--- src/rtl/id_ex_stage_pkg.sv ---
// Shared types and constants for the ID/EX pipeline register.
// Latency: n/a (package only).
// Backpressure: n/a (package only).
//
// Contents: ALU opcode codes as consumed by the execute ALU, the operand-select
// encodings, the packed control word registered by the stage, and the bubble value.
package id_ex_stage_pkg;

    typedef enum logic [3:0] {
        ALU_ADD  = 4'b0000,
        ALU_SLL  = 4'b0001,
        ALU_SLT  = 4'b0010,
        ALU_SLTU = 4'b0011,
        ALU_XOR  = 4'b0100,
        ALU_SRL  = 4'b0101,
        ALU_OR   = 4'b0110,
        ALU_AND  = 4'b0111,
        ALU_SUB  = 4'b1000,
        ALU_LUI  = 4'b1001,
        ALU_JALR = 4'b1010,
        ALU_SRA  = 4'b1101
    } alu_op_e;

    // Operand 1 source. The reserved code behaves exactly like zero.
    typedef enum logic [1:0] {
        IN1_RS1  = 2'b00,
        IN1_PC   = 2'b01,
        IN1_ZERO = 2'b10,
        IN1_RSVD = 2'b11
    } in1_sel_e;

    // Operand 2 source.
    typedef enum logic {
        IN2_RS2 = 1'b0,
        IN2_IMM = 1'b1
    } in2_sel_e;

    // Control word carried from decode into execute.
    typedef struct packed {
        logic       valid;
        logic       reg_write;
        logic       mem_read;
        logic       mem_write;
        logic [3:0] alu_op;
        logic [1:0] in1_sel;
        logic       in2_sel;
    } ex_ctrl_t;

    // A bubble is an all-zero control word: no valid, no side effects, ADD opcode.
    localparam ex_ctrl_t CTRL_BUBBLE = '0;

endpackage

--- src/rtl/id_ex_stage_fwd_mux.sv ---
// Operand forwarding select: picks the newest in-flight value of one source register.
// Latency: purely combinational, zero cycles.
// Backpressure: none; follows its inputs every cycle.
//
// Ports: rs_addr/rs_data (registered source index and register-file value),
// exmem_* and memwb_* (older producers), fwd_data (selected value).
module fwd_mux
    import id_ex_stage_pkg::*;
#(
    parameter int XLEN = 32,
    parameter int RA_W = 5
) (
    input  logic [RA_W-1:0] rs_addr,
    input  logic [XLEN-1:0] rs_data,
    input  logic [RA_W-1:0] exmem_rd,
    input  logic            exmem_reg_write,
    input  logic [XLEN-1:0] exmem_result,
    input  logic [RA_W-1:0] memwb_rd,
    input  logic            memwb_reg_write,
    input  logic [XLEN-1:0] memwb_result,
    output logic [XLEN-1:0] fwd_data
);

    logic exmem_hit;
    logic memwb_hit;

    // x0 is hardwired to zero, so a producer targeting it never forwards.
    assign exmem_hit = exmem_reg_write && (exmem_rd != '0) && (exmem_rd == rs_addr);
    assign memwb_hit = memwb_reg_write && (memwb_rd != '0) && (memwb_rd == rs_addr);

    // EX/MEM is the younger producer, so it wins over MEM/WB.
    assign fwd_data = exmem_hit ? exmem_result :
                      memwb_hit ? memwb_result :
                                  rs_data;

endmodule

--- src/rtl/id_ex_stage.sv ---
// Decode-to-execute pipeline register with operand forwarding and load-use detection.
// Latency: one cycle from id_* to outputs; forwarding muxes add zero cycles after the register.
// Backpressure: hold_i freezes all state; load_use_stall asks decode/fetch to hold and bubbles EX.
//
// Ports: id_* (decoded instruction), hold_i/flush_i (stall/squash), exmem_*/memwb_*
// (forwarding sources), alu_in1/alu_in2/alu_op/store_data (to ALU and store path),
// ex_* (registered passthrough), load_use_stall (to decode/fetch).
module id_ex_stage
    import id_ex_stage_pkg::*;
#(
    parameter int XLEN = 32,
    parameter int RA_W = 5
) (
    input  logic            clk,
    input  logic            rst_n,
    input  logic            id_valid,
    input  logic [XLEN-1:0] id_pc,
    input  logic [RA_W-1:0] id_rs1_addr,
    input  logic [RA_W-1:0] id_rs2_addr,
    input  logic [XLEN-1:0] id_rs1_data,
    input  logic [XLEN-1:0] id_rs2_data,
    input  logic [XLEN-1:0] id_imm,
    input  logic [3:0]      id_alu_op,
    input  logic [1:0]      id_in1_sel,
    input  logic            id_in2_sel,
    input  logic            id_uses_rs1,
    input  logic            id_uses_rs2,
    input  logic [RA_W-1:0] id_rd,
    input  logic            id_reg_write,
    input  logic            id_mem_read,
    input  logic            id_mem_write,
    input  logic            hold_i,
    input  logic            flush_i,
    input  logic [RA_W-1:0] exmem_rd,
    input  logic [RA_W-1:0] memwb_rd,
    input  logic            exmem_reg_write,
    input  logic            memwb_reg_write,
    input  logic [XLEN-1:0] exmem_result,
    input  logic [XLEN-1:0] memwb_result,
    output logic [XLEN-1:0] alu_in1,
    output logic [XLEN-1:0] alu_in2,
    output logic [3:0]      alu_op,
    output logic [XLEN-1:0] store_data,
    output logic            ex_valid,
    output logic [RA_W-1:0] ex_rd,
    output logic            ex_reg_write,
    output logic            ex_mem_read,
    output logic            ex_mem_write,
    output logic [XLEN-1:0] ex_pc,
    output logic            load_use_stall
);

    ex_ctrl_t        ctrl_q;
    logic [RA_W-1:0] rd_q;
    logic [RA_W-1:0] rs1_addr_q;
    logic [RA_W-1:0] rs2_addr_q;
    logic [XLEN-1:0] pc_q;
    logic [XLEN-1:0] rs1_data_q;
    logic [XLEN-1:0] rs2_data_q;
    logic [XLEN-1:0] imm_q;

    logic [XLEN-1:0] fwd_rs1;
    logic [XLEN-1:0] fwd_rs2;
    logic            hit_rs1;
    logic            hit_rs2;

    // ------------------------------------------------------------------
    // Load-use detection: a load in EX cannot forward in time to the
    // instruction in decode. Built only from registered state and id_*;
    // hold_i deliberately has no path here. A flush squashes decode, so
    // there is nothing left to stall.
    // ------------------------------------------------------------------
    assign hit_rs1 = id_uses_rs1 && (id_rs1_addr == rd_q);
    assign hit_rs2 = id_uses_rs2 && (id_rs2_addr == rd_q);

    assign load_use_stall = !flush_i && id_valid && ctrl_q.valid && ctrl_q.mem_read &&
                            (rd_q != '0) && (hit_rs1 || hit_rs2);

    // ------------------------------------------------------------------
    // Pipeline register. Priority: flush, hold, load-use bubble, capture.
    // load_use_stall is already low under flush, so the bubble term only
    // needs gating by hold_i.
    // ------------------------------------------------------------------
    always_ff @(posedge clk or negedge rst_n) begin
        if (!rst_n) begin
            ctrl_q     <= CTRL_BUBBLE;
            rd_q       <= '0;
            rs1_addr_q <= '0;
            rs2_addr_q <= '0;
            pc_q       <= '0;
            rs1_data_q <= '0;
            rs2_data_q <= '0;
            imm_q      <= '0;
        end else if (flush_i || (!hold_i && load_use_stall)) begin
            ctrl_q     <= CTRL_BUBBLE;
            rd_q       <= '0;
            rs1_addr_q <= '0;
            rs2_addr_q <= '0;
            pc_q       <= '0;
            rs1_data_q <= '0;
            rs2_data_q <= '0;
            imm_q      <= '0;
        end else if (!hold_i) begin
            ctrl_q.valid     <= id_valid;
            ctrl_q.reg_write <= id_reg_write;
            ctrl_q.mem_read  <= id_mem_read;
            ctrl_q.mem_write <= id_mem_write;
            ctrl_q.alu_op    <= id_alu_op;
            ctrl_q.in1_sel   <= id_in1_sel;
            ctrl_q.in2_sel   <= id_in2_sel;
            rd_q             <= id_rd;
            rs1_addr_q       <= id_rs1_addr;
            rs2_addr_q       <= id_rs2_addr;
            pc_q             <= id_pc;
            rs1_data_q       <= id_rs1_data;
            rs2_data_q       <= id_rs2_data;
            imm_q            <= id_imm;
        end
    end

    // ------------------------------------------------------------------
    // Forwarding. Applied regardless of ex_valid; a bubble carries x0
    // addresses and zero data, so its operands stay zero.
    // ------------------------------------------------------------------
    fwd_mux #(
        .XLEN (XLEN),
        .RA_W (RA_W)
    ) u_fwd_rs1 (
        .rs_addr         (rs1_addr_q),
        .rs_data         (rs1_data_q),
        .exmem_rd        (exmem_rd),
        .exmem_reg_write (exmem_reg_write),
        .exmem_result    (exmem_result),
        .memwb_rd        (memwb_rd),
        .memwb_reg_write (memwb_reg_write),
        .memwb_result    (memwb_result),
        .fwd_data        (fwd_rs1)
    );

    fwd_mux #(
        .XLEN (XLEN),
        .RA_W (RA_W)
    ) u_fwd_rs2 (
        .rs_addr         (rs2_addr_q),
        .rs_data         (rs2_data_q),
        .exmem_rd        (exmem_rd),
        .exmem_reg_write (exmem_reg_write),
        .exmem_result    (exmem_result),
        .memwb_rd        (memwb_rd),
        .memwb_reg_write (memwb_reg_write),
        .memwb_result    (memwb_result),
        .fwd_data        (fwd_rs2)
    );

    // ------------------------------------------------------------------
    // Operand selection.
    // ------------------------------------------------------------------
    always_comb begin
        alu_in1 = '0;
        case (ctrl_q.in1_sel)
            IN1_RS1: alu_in1 = fwd_rs1;
            IN1_PC:  alu_in1 = pc_q;
            default: alu_in1 = '0;
        endcase
    end

    assign alu_in2    = (ctrl_q.in2_sel == IN2_IMM) ? imm_q : fwd_rs2;
    assign store_data = fwd_rs2;

    assign alu_op       = ctrl_q.alu_op;
    assign ex_valid     = ctrl_q.valid;
    assign ex_reg_write = ctrl_q.reg_write;
    assign ex_mem_read  = ctrl_q.mem_read;
    assign ex_mem_write = ctrl_q.mem_write;
    assign ex_rd        = rd_q;
    assign ex_pc        = pc_q;

endmodule

--- config.mk ---
export PLATFORM = sky130hd
export DESIGN_NAME = id_ex_stage
export DESIGN_NICKNAME = d
export VERILOG_FILES = /design/src/rtl/id_ex_stage_pkg.sv /design/src/rtl/id_ex_stage_fwd_mux.sv /design/src/rtl/id_ex_stage.sv
export SDC_FILE = /design/constraint.sdc
export NUM_CORES = 1
export LEC_CHECK = 0
export ABC_AREA = 1
export BUFFER_PORTS_ARGS = -buffer_cell sky130_fd_sc_hd__buf_2
export CORE_MARGIN = 10
export CORE_UTILIZATION = 30
export DETAILED_ROUTE_END_ITERATION = 8
export GPL_TIMING_DRIVEN = 0
export HOLD_SLACK_MARGIN = 0.12
export MAX_ROUTING_LAYER = met4
export PLACE_DENSITY = 0.56
export SETUP_SLACK_MARGIN = 0.4
export SYNTH_ARGS = -nofsm -noshare
export SYNTH_HDL_FRONTEND = slang
export SYNTH_SLANG_ARGS = --single-unit
--- constraint.sdc ---
create_clock -name clk -period 1.6 [get_ports clk]
set_input_delay 0.32 -clock clk [delete_from_list [all_inputs] [get_ports clk]]
set_output_delay 0.32 -clock clk [all_outputs]
set_load 0.02 [all_outputs]
; Word-level counts from Yosys, hierarchy flattened
; Cells that the tools add are included.
[totals]
reg_bits = 154
latchBits = 0
ramBits = 0
romBits = 0
inputBits = 236
output_inout_bits = 142
wordCells = 66
n_memories = 0
[op_classes]
n_addsub = 0
mul = 0
div = 0
magnitude_cmp = 0
eq_ne = 8
shifts = 0
muxes = 22
bitwise_logic = 0
reduce_logical = 22
[ops]
columns = cell, n
row1 = 32-bit two-way mux, 13
row2 = 32-bit one-hot mux with 2 select lines, 1
row3 = 5-bit == test, 6
row4 = 5-bit two-way mux, 6
row5 = 11-bit two-way mux, 2
row6 = 5-bit nonzero test, 3
row7 = 1-bit logical AND, 14
row8 = 2-bit by 1-bit == test with 1-bit output (second input constant), 1
row9 = 1-bit logical NOT, 2
row10 = 2-bit logical NOT, 1
row11 = 1-bit logical OR, 2
row12 = 2-bit by 1-bit != test with 1-bit output (second input constant), 1

; Longest topological paths before layout
; Gate-level depths: netlist (run 1).
[depth]
word_depth = 9
mapped_depth = 11

; Cells and area by module
; From an unflattened synthesis (run 1), not the netlist that was laid out.
[hier_totals]
hier_cells = 1788
hier_area_um2 = 11410.9
[modules_own_cells]
columns = module, n_inst, cells_per_inst, area_each_um2, seq_area_each_um2
row1 = id_ex_stage, 1, 1192, 8578.2, 3853.7
row2 = fwd_mux, 2, 298, 1416.4, 0.0

; Least setup slack after synthesis (run 1)
; Ideal clock, no wire load.
[synth_timing]
kind = flip-flop to output port
start = register rd_q[2] (netlist: ex_rd[2])
end = output port load_use_stall
arrival_ns = 1.436
t_required_ns = 1.280
setup_slack_ns = -0.156
stages_incl_launch_ff = 9
n_path_buf = 2
cell_sequence = dfrtp_1 -> xor2_1 -> a21oi_1 -> nand3_1 -> nand2_1 -> nand2_1 -> buf_4 -> buf_4 -> inv_1
[synth_between]
elab_chain_cells = 4
elab_cells_between_ends = 8
cone_classes = eq/ne (2) / reduce/logical (6)
[synth_lines]
columns = item, line_no
row1 = start: declaration, id_ex_stage.sv:54  ; logic [RA_W-1:0] rd_q;
row2 = start signal: assignment, id_ex_stage.sv:111  ; rd_q <= id_rd;
row3 = "5-bit == test, on equally long branches", "id_ex_stage.sv:73, id_ex_stage.sv:74"
row4 = "1-bit logical AND, on equally long branches", "id_ex_stage.sv:73, id_ex_stage.sv:74"
row5 = 1-bit logical OR, id_ex_stage.sv:77  ; (rd_q != '0) && (hit_rs1 || hit_rs2);
row6 = 1-bit logical AND *, id_ex_stage.sv:77
row7 = end: declaration, id_ex_stage.sv:50  ; output logic load_use_stall
; Every way passes the cells marked *; elsewhere a longest branch is shown, timed or not.

; Worst setup path in the final report (run 1)
[layout_timing]
start = register rs2_addr_q[1]
end = output port alu_in2[3]
[layout_between]
elab_chain_cells = 5
elab_cells_between_ends = 7
cone_classes = eq/ne (2) / mux (3) / reduce/logical (2)
[layout_lines]
columns = item, line_no
row1 = start: declaration, id_ex_stage.sv:56  ; logic [RA_W-1:0] rs2_addr_q;
row2 = start signal: assignment, id_ex_stage.sv:113  ; rs2_addr_q <= id_rs2_addr;
row3 = 5-bit == test, id_ex_stage_fwd_mux.sv:29  ; assign memwb_hit = memwb_reg_write && (memwb_rd != '0) && (memwb_rd == rs_addr);
row4 = 1-bit logical AND, id_ex_stage_fwd_mux.sv:29
row5 = 32-bit two-way mux, id_ex_stage_fwd_mux.sv:33  ; memwb_hit ? memwb_result :
row6 = 32-bit two-way mux *, id_ex_stage_fwd_mux.sv:32  ; assign fwd_data = exmem_hit ? exmem_result :
row7 = 32-bit two-way mux *, id_ex_stage.sv:167  ; assign alu_in2 = (ctrl_q.in2_sel == IN2_IMM) ? imm_q : fwd_rs2;
row8 = end: declaration, id_ex_stage.sv:41  ; output logic [XLEN-1:0] alu_in2,
; Marks and branches as above.

==> out/metrics.cfg, run 1 <==
[outcome]
violations = negative hold slack, negative setup slack
status = finished, violations left

[worst_setup_path]
crit_fanout = 5
path_depth = 13
r2r_cells = 13
regToRegSetupSlack_ns = -0.45
startpoint_type = flip-flop
crit_chain = inv_1 > nand2_1 > nand2_1 > nand3_2 > nor2_4 > buf_6 > buf_6 > clkbuf_16 > nand3_2 > nand3_2 > nand3_1 > nand2_2 > buf_6
arrival_ns = 2.19
critPathBufInv = 5
worstReg2RegEnd = rs1_data_q[28]
worst-setup-path-type = flip-flop to output pin
crit_family = simple AND/OR/NAND/NOR gates
cp_data_required_time_ns = 1.28
critPathCaptureType = output pin
rr_startpoint = ex_rd[4]
critical-path-slowest-cell = dfrtp_1
cpPeakStageDelay_ns = 0.43

[timing]
min_period_ns = 2.510
clock_skew_ns = 0.009547
max_freq_ghz = 0.3985
setup-violations-final = 251
layout_setup_ws_ns = -0.9095
slew_violations = 0
tightest_slew_ns = 0.7119
hold_viol = 48
post-route-period-util = 1.568
rsz0062_at_grt = true
slew_headroom = 0.5254
whs_ns = -0.2250

[min_path]
hold_path.class = input port to asynchronous set/reset pin

[floorplan]
row_count = 68
start_util = 0.3035
dieArea_um2 = 42820
io_pins = 378
die_h_um = 206.9
die_x_um = 206.9
core_region_area_um2 = 34540

[clock_tree]
clk_pin_slew_ns = 0.07
ctsHtreeMaxLevel = 4
insertion_delay_ns = 0.44
cts_buffers = 17
clockBufferDepth = 2
clock-sinks = 154
root_buffer = clkbuf_16
cts_tree = done

[synth]
synth.area.top_cells = dfrtp_1 (37%), nand2_1 (25%), nand3_1 (13%), nand3b_1 (8.0%), inv_1 (4.2%)
synth_edf_count = 0
ys_ff_latch = 154
synth_top_area_frac = 0.3676
synthCells = 1601
netlist_area_um2 = 10480
yosysWarnings = 0
yosysSeqAreaShare = 0.3676
syn_nets = 1837
synthArstFlopShare = 1.000
ys_types = 28
yosysTopAreaCell = dfrtp_1
synth_ff_type = dfrtp_1
avgSynthCellArea_um2 = 6.548

[detailed_routing]
first_iter_violations = 708
via_count = 12310
drtPass1Iterations = 5
avgRoutedWirePerCell_um = 21.92
postRouteAntennaNets = 0
finalWirelength_mm = 55.80
viasPerCell = 4.837
drcViolationCount = 0

[placed_design]
gp_congestion = 0.9375
hpwl_mm = 41.60
portBuffers = 377
dp_slack_ns = -0.9544
placed_area_um2 = 13620

[pwr]
vdd_drop_max_v = 0.0007685
leakagePower_nw = 9.687
powerDensity_nw_per_um2 = 720.6

[cells_and_area]
fin_nets = 2310
fin_area_um2 = 18090
mostFrequentLayoutCells = nand2_1 (527), buf_2 (255), nand3_2 (156)
drive_above_1_share = 0.4724
final_common_cell = nand2_1
syn2layout_area_growth_pct = 72.57

[global_routing]
grt_pass1_vias = 12600
grt_first_pass_wirelength_mm = 78.42
grt_overflow_total = 0
antenna_found_initial = 3
grt_max_degree = 107
grt_usage = 0.2530

[run]
max-cap-violations = 0

==> cell type report <==
cell class                      instances  area [um2]
Multi-Input combinational cell       1208        7530
Sequential cell                       154        3869
Clock buffer                           25       495.5
Fill cell                            3440       16450
Tap cell                              455       569.3
Buffer                                119        1030
Timing Repair Buffer                  454        3974
Clock inverter                          7       160.2
Inverter                              120       457.9
Antenna cell                            3       7.507
==> routing by layer <==
layer  track usage  up-vias  routed length [um]
met2        0.4115      369               27430
met3       0.04245       60                3161
met4       0.07115        0                1256
li1              -     5970                   -
met5             -        -                   0
met1        0.3182     5910               23950
==> cell families (layout without fill, tap and decap cells) <==
logic type      after synthesis  in the layout  synth area share
other cells                   0              3                 0
simple gates               1177           1177            0.5063
compound gates               10             10          0.005251
flops                       154            154            0.3676
xor+xnor                     21             21           0.01754
buf+inv                     239            725            0.1034
==> sequential cells by signal, summed over array words and instances (netlist names) <==
name,cells
rs2_data_q,32
ex_mem_read,1
rs2_addr_q,5
rs1_addr_q,5
rs1_data_q,32
ex_valid,1
ex_reg_write,1
ctrl_q,3
ex_mem_write,1
alu_op,4
imm_q,32
ex_pc,32
ex_rd,5
==> worst max-delay path by stage <==
stage                        to           from
CTS                  alu_in2[9]  rs2_addr_q[3]
floorplan           alu_in2[11]  rs2_addr_q[0]
global route         alu_in2[1]  rs2_addr_q[1]
global placement       ex_rd[1]          rst_n
finish               alu_in2[3]  rs2_addr_q[1]
detailed placement   alu_in1[3]      ctrl_q[2]
==> synth_stat cells (10+ instances only) <==
master / number
buf_4: 10
nor2_1: 55
dfrtp_1: 154
nand3_1: 273
buf_1: 12
nand3b_1: 112
clkbuf_1: 48
buf_6: 14
nand2_1: 693
buf_2: 35
and2_1: 32
xor2_1: 12
inv_1: 117
==> metrics by stage <==
step | setup TNS, ns | power, mW | std cells | util | hold WS (ns)
4_1_cts | -102.71 | 12.78 | 2503 | 0.4777 | -0.2163
5_1_grt | -147.92 | 13.55 | 2545 | 0.5238 | -0.2043
3_5_place_dp | -173.35 | 7.444 | 2434 | 0.3943 | 0.2665
3_3_place_gp | -553.89 | 7.416 | 2433 | 0.3933 | 0.4627
6_report | -118.92 | 13.04 | 2545 | 0.5238 | -0.2250
2_1_floorplan | -4.932 | 6.073 | 1601 | - | 0.02441
==> report_power, final <==
| group | switching (mW) | internal, mW | total, mW |
|---|---|---|---|
| sequential | 0.232 | 4.13 | 4.36 |
| combinational | 2.31 | 1.68 | 3.99 |
| clock | 1.75 | 2.94 | 4.69 |
| total | 4.29 | 8.75 | 13.0 |
==> timing repair <==
action	CTS	global route
hold endpoints to repair	48	48
cloned	9	20
setup buffers	28	19
pin swaps	83	116
gates resized for setup	476	246
endpoints found under the setup margin	296	296
Power figures use the tool's default switching activity.
==> inputs of run 2 (changes only) <==
- CORE_ASPECT_RATIO: not set -> 1.25
- SKIP_CTS_REPAIR_TIMING: not set -> 1
==> out/metrics.cfg, run 2 (synthesis gave the netlist of run 1 again) <==
[clock_tree]
root_buffer = clkbuf_16
clock-sinks = 154  ; unchanged
insertion_delay_ns = 0.44  ; about the same
ctsHtreeMaxLevel = 4  ; unchanged
clockBufferDepth = 2  ; unchanged
clk_pin_slew_ns = 0.07  ; about the same
cts_tree = done
cts_buffers = 17  ; unchanged

[detailed_routing]
first_iter_violations = 685  ; -3.2%
drtPass1Iterations = 4  ; -1
drcViolationCount = 0  ; unchanged
via_count = 12190  ; -0.93%
postRouteAntennaNets = 0  ; unchanged
finalWirelength_mm = 53.11  ; -4.8%
avgRoutedWirePerCell_um = 21.01  ; -4.2%
viasPerCell = 4.824  ; -0.27%

[worst_setup_path]
regToRegSetupSlack_ns = -0.14  ; +0.31 ns
cp_data_required_time_ns = 1.28  ; about the same
crit_chain = xnor2_2 > nand2_2 > nor3_4 > buf_12 > buf_8 > nand3_1 > and2_4 > buf_4
critPathCaptureType = output pin
r2r_cells = 11  ; -2
critical-path-slowest-cell = dfrtp_2
startpoint_type = flip-flop
worstReg2RegEnd = ctrl_q[1]
worst-setup-path-type = flip-flop to output pin
arrival_ns = 2.22  ; +0.03 ns
cpPeakStageDelay_ns = 0.45  ; +0.02 ns
crit_fanout = 10  ; +5
rr_startpoint = ex_rd[3]

[cells_and_area]
fin_cells = 2528  ; -0.67%
multi_input_area_um2 = 7012  ; -6.9%
final_common_cell = nand2_1
regArea_um2 = 3866  ; about the same
nFillCells = 3569  ; +3.8%
drive_above_1_share = 0.4302  ; -0.04228
fin_nets = 2278  ; -1.4%
syn2layout_area_growth_pct = 58.89
mostFrequentLayoutCells = nand2_1 (547), buf_2 (306), dfrtp_1 (144)

[timing]
slew_violations = 0  ; unchanged
setup-violations-final = 246  ; -2.0%
min_period_ns = 2.539  ; +0.02927 ns
post-route-period-util = 1.587  ; +0.01829
hold_viol = 76  ; +58%
whs_ns = -0.1649  ; +0.06008 ns
slew_headroom = 0.5252  ; about the same
layout_setup_ws_ns = -0.9388  ; -0.02927 ns
rsz0062_at_grt = true
max_freq_ghz = 0.3939  ; -1.2%
tightest_slew_ns = 0.7123  ; +0.0003811 ns
clock_skew_ns = 0.01367  ; +0.004128 ns

[pwr]
total_power_mw = 12.37  ; -5.1%
seqPwrFrac = 0.351  ; +0.016
p_int_mw = 8.073  ; -7.7%
p_clk_frac = 0.359  ; about the same
switching_power_mw = 4.294  ; +0.16%
powerDensity_nw_per_um2 = 742.5  ; +3.0%
power_frac_comb = 0.291  ; -0.015
vdd_drop_max_v = 0.0004388  ; -43%
leakagePower_nw = 9.263  ; -4.4%
switching_share = 0.3472  ; +0.01837

[placed_design]
hpwl_mm = 40.86  ; -1.8%
portBuffers = 377  ; unchanged
dp.cells = 2447  ; +0.53%
gp_congestion = 0.9145  ; -2.5%

[global_routing]
grt_pass1_vias = 12070  ; -4.2%
grt_usage = 0.2325  ; -0.02053
antenna_found_initial = 4  ; +1
met3_usage = 0.03998  ; -0.002465
use_met1 = 0.2690  ; -0.04924
grt_overflow_total = 0  ; unchanged
met2_usage = 0.3975  ; -0.01403
grt_max_degree = 79  ; -26%
grt_first_pass_wirelength_mm = 73.85  ; -5.8%
busiest_layer = met2

[floorplan]
core_region_area_um2 = 34520  ; about the same
die_x_um = 187.2  ; -9.5%
start_util = 0.3037  ; about the same
row_count = 76  ; +12%
dieArea_um2 = 42870  ; +0.11%
io_pins = 378  ; unchanged
die_h_um = 229.0  ; +11%

[min_path]
hold_path.class = input port to asynchronous set/reset pin

[run]
max-cap-violations = 0  ; unchanged

[outcome]
status = finished, violations left
violations = negative hold slack, negative setup slack

-- run 2: changes by cell type in the layout (fill, tap and decap cells not counted), moves of 19 or more --
cell,before,now
nand3_2,156,124
buf_6,148,75
nand3_1,87,136
nand2_4,39,20
nand2_1,527,547
buf_2,255,306
-- run 2: through the flow --
stage	worst slack, ns	cell area [um2]	setup TNS, ns	utilization	hold WS, ns
6_report	-0.9388	16660	-96.14	0.4826	-0.1649
5_1_grt	-1.007	16650	-121.83	0.4825	-0.1185
4_1_cts	-1.534	14250	-126.14	0.4128	-0.1356
3_5_place_dp	-1.046	13640	-153.12	0.3951	0.3397
3_3_place_gp	-2.670	13600	-519.42	0.3940	0.4619
2_1_floorplan	-0.06924	11130	-4.932	-	0.02441
-- run 2: layout make-up --
cell class / instances / area share
Antenna cell: 5 / 0.0007511
Buffer: 119 / 0.05859
Clock buffer: 19 / 0.02659
Clock inverter: 13 / 0.01014
Inverter: 120 / 0.02734
Multi-Input combinational cell: 1208 / 0.4209
Sequential cell: 154 / 0.2321
Tap cell: 468 / 0.03515
Timing Repair Buffer: 422 / 0.1884
-- run 2: worst max-delay path by stage --
stage | startpoint | endpoint | slack [ns] | depth (start not counted)
CTS | ctrl_q[2] | alu_in1[30] | -1.53 | 5
finish | rs2_addr_q[1] | store_data[13] | -0.94 | 8
floorplan | rs2_addr_q[0] | alu_in2[11] | -0.07 | 8
detailed placement | ctrl_q[2] | alu_in1[30] | -1.05 | 5
global placement | rst_n | ex_rd[1] | -2.67 | 1
global route | rs1_addr_q[3] | alu_in1[14] | -1.01 | 11
-- run 2: power by group through the flow --
stage	registers, mW	logic, mW	clock network (mW)
floorplan	4.41	1.66	0
global placement	4.38	3.00	0
detailed placement	4.38	3.03	0
CTS	4.31	3.04	4.47
global route	4.36	3.87	4.62
finish	4.34	3.59	4.44
-- run 2: worst max-delay path: cells and delay by family (launching register included) --
family / cells / cell delay [ns]
DFF: 1 / 0.45
buffers and inverters: 3 / 0.46
and+or+nand+nor: 4 / 0.69
xor gates and xnor gates: 1 / 0.17
-- run 2: layer usage --
layer | up-vias | wire length [um] | share of wire
met3 | 61 | 2538 | 0.048
li1 | 5908 | - | -
met2 | 372 | 27450 | 0.52
met4 | 0 | 1370 | 0.026
met5 | - | 0 | 0
met1 | 5853 | 21750 | 0.41
